<file path="config.mk">
export PLATFORM = sky130hd
export DESIGN_NAME = cpu_control_fsm
export DESIGN_NICKNAME = d
export VERILOG_FILES = /design/src/rtl/cpu_control_fsm.sv
export SDC_FILE = /design/constraint.sdc
export NUM_CORES = 1
export LEC_CHECK = 0
export ABC_CLOCK_PERIOD_IN_PS = 4500
export CORE_ASPECT_RATIO = 0.8
export CORE_MARGIN = 2
export CORE_UTILIZATION = 35
export DETAILED_ROUTE_END_ITERATION = 8
export MAX_ROUTING_LAYER = met4
export PLACE_DENSITY = 0.75
export SYNTH_ARGS = -nofsm -noshare
export SYNTH_HDL_FRONTEND = slang
export SYNTH_SLANG_ARGS = --single-unit
</file>
<file path="constraint.sdc">
create_clock -name clk_i -period 4.5 [get_ports clk_i]
set_input_delay 1.125 -clock clk_i [delete_from_list [all_inputs] [get_ports clk_i]]
set_output_delay 1.125 -clock clk_i [all_outputs]
set_load 0.05 [all_outputs]
</file>
<file path="src/rtl/cpu_control_fsm.sv">
// Multi-cycle control unit: fetch/decode/execute/memory/writeback sequencing
// around an external combinational ALU, owning the PC and all memory/RF handshakes.
module cpu_control_fsm #(
  parameter int                   DATAWIDTH = 32,
  parameter int                   ADDRWIDTH = 16,
  parameter logic [ADDRWIDTH-1:0] RESET_PC  = '0
) (
  input  logic                 clk_i,
  input  logic                 rst_i,
  output logic                 imem_req_o,
  output logic [ADDRWIDTH-1:0] imem_addr_o,
  input  logic                 imem_ack_i,
  input  logic [31:0]          imem_data_i,
  output logic [3:0]           rf_rs1_addr_o,
  output logic [3:0]           rf_rs2_addr_o,
  input  logic [DATAWIDTH-1:0] rf_rs1_data_i,
  input  logic [DATAWIDTH-1:0] rf_rs2_data_i,
  output logic                 rf_we_o,
  output logic [3:0]           rf_waddr_o,
  output logic [DATAWIDTH-1:0] rf_wdata_o,
  output logic [DATAWIDTH-1:0] alu_a_o,
  output logic [DATAWIDTH-1:0] alu_b_o,
  output logic [3:0]           alu_opcode_o,
  input  logic [DATAWIDTH-1:0] alu_out_i,
  output logic                 dmem_req_o,
  output logic                 dmem_we_o,
  output logic [ADDRWIDTH-1:0] dmem_addr_o,
  output logic [DATAWIDTH-1:0] dmem_wdata_o,
  input  logic [DATAWIDTH-1:0] dmem_rdata_i,
  input  logic                 dmem_ack_i,
  output logic                 err_o
);

  localparam logic [3:0] OP_ADD = 4'd0,  OP_SUB = 4'd1,  OP_MUL = 4'd2,  OP_DIV = 4'd3;
  localparam logic [3:0] OP_AND = 4'd4,  OP_OR  = 4'd5,  OP_XOR = 4'd6,  OP_LW  = 4'd7;
  localparam logic [3:0] OP_SW  = 4'd8,  OP_LI  = 4'd9,  OP_JMP = 4'd10, OP_BEQ = 4'd11;
  localparam logic [3:0] OP_BGT = 4'd12, OP_BLT = 4'd13;
  localparam logic [ADDRWIDTH-1:0] PC_ONE = 1;

  typedef enum logic [2:0] {
    S_FETCH, S_DECODE, S_EXEC, S_MEM, S_WB, S_ERR
  } state_t;

  state_t                 state_q, state_d;
  logic [ADDRWIDTH-1:0]   pc_q, pc_d;
  logic [31:0]            ir_q, ir_d;
  logic [DATAWIDTH-1:0]   a_q, a_d, b_q, b_d, res_q, res_d;

  logic [3:0]             opcode;
  logic [DATAWIDTH-1:0]   simm, pc_ext;
  logic [ADDRWIDTH-1:0]   pc_inc;
  logic                   taken;
  logic                   imem_req, dmem_req, dmem_we, rf_we;

  assign opcode = ir_q[31:28];
  assign simm   = {{(DATAWIDTH-16){ir_q[15]}}, ir_q[15:0]};
  assign pc_ext = {{(DATAWIDTH-ADDRWIDTH){1'b0}}, pc_q};
  assign pc_inc = pc_q + PC_ONE;

  always_comb begin
    taken = 1'b0;
    case (opcode)
      OP_BEQ:  taken = (a_q == b_q);
      OP_BGT:  taken = ($signed(a_q) > $signed(b_q));
      OP_BLT:  taken = ($signed(a_q) < $signed(b_q));
      default: taken = 1'b0;
    endcase
  end

  always_ff @(posedge clk_i) begin
    if (rst_i) begin
      state_q <= S_FETCH;
      pc_q    <= RESET_PC;
      ir_q    <= '0;
      a_q     <= '0;
      b_q     <= '0;
      res_q   <= '0;
    end else begin
      state_q <= state_d;
      pc_q    <= pc_d;
      ir_q    <= ir_d;
      a_q     <= a_d;
      b_q     <= b_d;
      res_q   <= res_d;
    end
  end

  always_comb begin
    state_d      = state_q;
    pc_d         = pc_q;
    ir_d         = ir_q;
    a_d          = a_q;
    b_d          = b_q;
    res_d        = res_q;
    imem_req     = 1'b0;
    dmem_req     = 1'b0;
    dmem_we      = 1'b0;
    rf_we        = 1'b0;
    alu_a_o      = '0;
    alu_b_o      = '0;
    dmem_addr_o  = '0;
    dmem_wdata_o = '0;
    case (state_q)
      S_FETCH: begin
        imem_req = 1'b1;
        if (imem_ack_i) begin
          ir_d    = imem_data_i;
          state_d = S_DECODE;
        end
      end
      S_DECODE: begin
        a_d     = rf_rs1_data_i;
        b_d     = rf_rs2_data_i;
        state_d = (opcode <= OP_BLT) ? S_EXEC : S_ERR;
      end
      S_EXEC: begin
        case (opcode)
          OP_LI:                      begin alu_a_o = '0;     alu_b_o = simm; end
          OP_LW, OP_SW:               begin alu_a_o = a_q;    alu_b_o = simm; end
          OP_JMP, OP_BEQ, OP_BGT,
          OP_BLT:                     begin alu_a_o = pc_ext; alu_b_o = simm; end
          default:                    begin alu_a_o = a_q;    alu_b_o = b_q;  end
        endcase
        // Divide-by-zero result is defined here rather than trusting the ALU.
        res_d = (opcode == OP_DIV && b_q == '0) ? '1 : alu_out_i;
        case (opcode)
          OP_LW, OP_SW: state_d = S_MEM;
          OP_JMP: begin
            pc_d    = alu_out_i[ADDRWIDTH-1:0];
            state_d = S_FETCH;
          end
          OP_BEQ, OP_BGT, OP_BLT: begin
            pc_d    = taken ? alu_out_i[ADDRWIDTH-1:0] : pc_inc;
            state_d = S_FETCH;
          end
          default: state_d = S_WB;
        endcase
      end
      S_MEM: begin
        dmem_req     = 1'b1;
        dmem_we      = (opcode == OP_SW);
        dmem_addr_o  = res_q[ADDRWIDTH-1:0];
        dmem_wdata_o = b_q;
        if (dmem_ack_i) begin
          if (opcode == OP_SW) begin
            pc_d    = pc_inc;
            state_d = S_FETCH;
          end else begin
            res_d   = dmem_rdata_i;
            state_d = S_WB;
          end
        end
      end
      S_WB: begin
        rf_we   = 1'b1;
        pc_d    = pc_inc;
        state_d = S_FETCH;
      end
      default: ;
    endcase
  end

  // Requests and writes are masked combinationally so reset kills them in the same cycle.
  assign imem_req_o    = imem_req & ~rst_i;
  assign dmem_req_o    = dmem_req & ~rst_i;
  assign dmem_we_o     = dmem_we & ~rst_i;
  assign rf_we_o       = rf_we & ~rst_i;
  assign imem_addr_o   = pc_q;
  assign rf_rs1_addr_o = ir_q[23:20];
  assign rf_rs2_addr_o = (opcode == OP_SW) ? ir_q[27:24] : ir_q[19:16];
  assign rf_waddr_o    = ir_q[27:24];
  assign rf_wdata_o    = res_q;
  assign alu_opcode_o  = opcode;
  assign err_o         = (state_q == S_ERR);

  logic unused_ops;
  assign unused_ops = ^{OP_ADD, OP_SUB, OP_MUL, OP_AND, OP_OR, OP_XOR};

endmodule

</file>
==> metrics.txt <==
Switching Power 1.71 mW; endpoints failing hold 0; Avg WL per Cell 18.6 um; initial antenna violation count 3; Setup crit end kind primary output; Max Clk Rate 0.239 GHz; Critical Path AT 3060 ps; critical-path cell list nand2_1 > nor3b_1 > a21oi_4 > mux2i_1 > nor2_1 > clkdlybuf4s50_1; Vias/cell 5.33; delay of the slowest cell on the worst path 840 ps; DR DRC count 0; fillers 2142; nets 1590; number of library cell types mapped by synthesis 57; crit path to alu_b_o[0]; HPWL Detailed 23.8 mm; startpoint types flip-flop; syn avg cell area 7.27 um^2; global route overflow 0; Initial Utilization 35.8%; switching share of total power 37.2%; YS warnings 0; Seq/Total Area, Yosys 36.5%; Max Cap Viol 0; clock share of power 31.9%; R2R Path End imem_addr_o[14]; Required @ worst endpoint 3380 ps; clock-pin slew on the worst setup and hold paths 70 ps; EDFF count, synth 0; Hold Buf Count CTS 0; Top FF cell, synth dfxtp_1; critical path launch point ir_q[30]; clk root buf clkbuf_16; status completed; post-CTS setup buffer count 0; clk sinks 147; Top Usage Layer GRT met2; Slew @ Worst Pin 1120 ps; skew final 12.3 ps; min cycle time layout 4190 ps; CTS tree yes; slew margin rel. 25.3%; Int Pwr 2.89 mW; top cells by area, synth dfxtp_1 (36%), nand2_1 (11%), a21oi_1 (8.4%); vias in the first global route 8642; FF+latch count, synth 147; RSZ-0062 raised after global routing no; Die X 174 um; GP Congestion 0.903; Power per Cell Area 371 nW/um^2; Hold Crit Class flip-flop to flip-flop; TritonCTS Buffers 17; Max FO, Critical Path 15; final WL 31.8 mm; r2r startpoint b_q[14]; combinational share of power 33.0%; first-pass GRT wire length 48.6 mm; Slew Limit Fails 0; hold_ws 455 ps; count of final setup violators 0; grt met3 use 6.61%; H-tree levels 4; first-pass iteration count of the detailed router 5; ys async rst share 0%; reg-to-reg slack, setup 980 ps; R2R depth 10; row cnt 49; I/O Buffers 344; die height 140 um; Total Routing Usage GR 26.1%; Leakage 4.36 nW; die area 24300 um^2; post-synth top area cell dfxtp_1; ANT nets after route 0; CP max-delay cell clkdlybuf4s50_1; clk buf depth 2; GR met1 Demand/Resource 33.3%; Vias 9133; fin crit share 93.0%; drt initial violations 843; Mapped Area 8070 um^2; Crit Path Class flip-flop to primary output; largest net degree at the start of global routing 66; clk_lat worst skew 420 ps; GRT met2 Usage 40.7%; Net Count, Synth 1308; Post-Synthesis Cells 1111; Ports 345; Layout area overhead 53.7%; share of cells above drive strength 1 6.69%; fin util 55.0%; post-route setup TNS 0 ps; sequential share of power 35.1%; CORE AREA 22600 um^2; worst vdd ir 0.213 mV; share of the synthesized area in the top cell type 36.5%
[worst min-delay path by stage]
stage	startpoint	to	slack [ps]	depth (start not counted)
CTS	ir_q[1]	ir_q[1]	460	2
global route	ir_q[0]	ir_q[0]	470	2
global placement	ir_q[23]	ir_q[23]	440	2
floorplan	ir_q[15]	ir_q[15]	430	2
detailed placement	ir_q[1]	ir_q[1]	450	2
finish	ir_q[1]	ir_q[1]	460	2
[metal layers]
metal  wire length (um)  up-vias  part of all wire [%]
met5                  0        -                     0
met4                769        0                   2.4
met3               2700       42                   8.5
met2              14600      389                    46
met1              13700     4286                    43
li1                   -     4416                     -
[layout make-up]
| class | count | area [um^2] | share of cell area, % |
|---|---|---|---|
| Antenna cell | 3 | 7.51 | 0.0605 |
| Clock buffer | 20 | 457 | 3.68 |
| Clock inverter | 12 | 145 | 1.17 |
| Inverter | 35 | 131 | 1.06 |
| Multi-Input combinational cell | 832 | 4610 | 37.2 |
| Sequential cell | 147 | 2940 | 23.7 |
| Tap cell | 306 | 383 | 3.09 |
| Timing Repair Buffer | 360 | 3730 | 30.1 |
[critical path: cells and delay by family (launching register included)]
kind / cells / cell delay [ps]
muxes: 1 / 160
AOI/OAI and AO/OA: 1 / 220
and+or+nand+nor: 3 / 880
buffers and inverters: 1 / 840
DFF: 1 / 530
[stage by stage]
| stage | cells | power, mW | worst slack, ps | instance area (um^2) |
|---|---|---|---|---|
| 2_1_floorplan | 1111 | 2.59 | 210 | 8070 |
| 3_3_place_gp | 1680 | 3.11 | 666 | 11800 |
| 3_5_place_dp | 1680 | 3.15 | 601 | 11800 |
| 4_1_cts | 1712 | 4.61 | 124 | 12400 |
| 5_1_grt | 1715 | 4.83 | 184 | 12400 |
| 6_report | 1715 | 4.60 | 314 | 12400 |
[repair_timing]
action,CTS,global route
resized for setup,0,1
endpoints found under the setup margin,0,1
endpoints found under the hold margin,0,0
[placed cells by master, fill, tap and decap left out, types with 6 or more instances in the layout]
master           count
a211oi_1            34
a21oi_1            134
a22o_1               7
a22oi_1             21
a31oi_1              9
and2_1              38
and3_1               6
buf_12              17
buf_4               18
clkbuf_16           17
clkdlybuf4s50_1    324
dfxtp_1            147
ha_1                33
inv_1               35
mux2i_1             15
nand2_1            241
nand3_1             14
nand4_1             18
nor2_1             124
nor2b_1              8
nor4_1               9
o22ai_1             34
or3_1                7
[Yosys cell counts, types with 10 or more instances]
library cell and n:
nand3_1 14, buf_4 12, and2_1 38, clkbuf_1 71, dfxtp_1 147, buf_1 10
inv_1 35, a211oi_1 34, a22oi_1 21, nand4_1 18, nand2_1 243, nor2_1 124
a21oi_1 135, ha_1 33, o22ai_1 34, mux2i_1 15
[cell families (layout without fill, tap and decap cells)]
| group | Yosys count | count (layout) | synth area share [%] |
|---|---|---|---|
| and+or+nand+nor | 509 | 509 | 28.5 |
| AOI/OAI and AO/OA | 268 | 268 | 20.3 |
| DFF | 147 | 147 | 36.5 |
| buffers and inverters | 132 | 427 | 6.84 |
| adders and majority gates | 33 | 33 | 5.11 |
| muxes | 20 | 20 | 2.56 |
| xor gates and xnor gates | 2 | 2 | 0.217 |
| other | 0 | 3 | 0 |
[power groups by stage]
stage	sequential, mW	combinational (mW)	clock (mW)
floorplan	1.73	0.852	0
global placement	1.63	1.48	0
detailed placement	1.64	1.51	0
CTS	1.61	1.51	1.49
finish	1.62	1.52	1.47
global route	1.64	1.64	1.55
[registers in the layout, summed over array words and instances, names as in the netlist]
signal and count:
imem_addr_o 16, rf_wdata_o 32, b_q 32, state_q 3
a_q 32, ir_q 32
No activity file was read; power rests on OpenSTA's default activity.
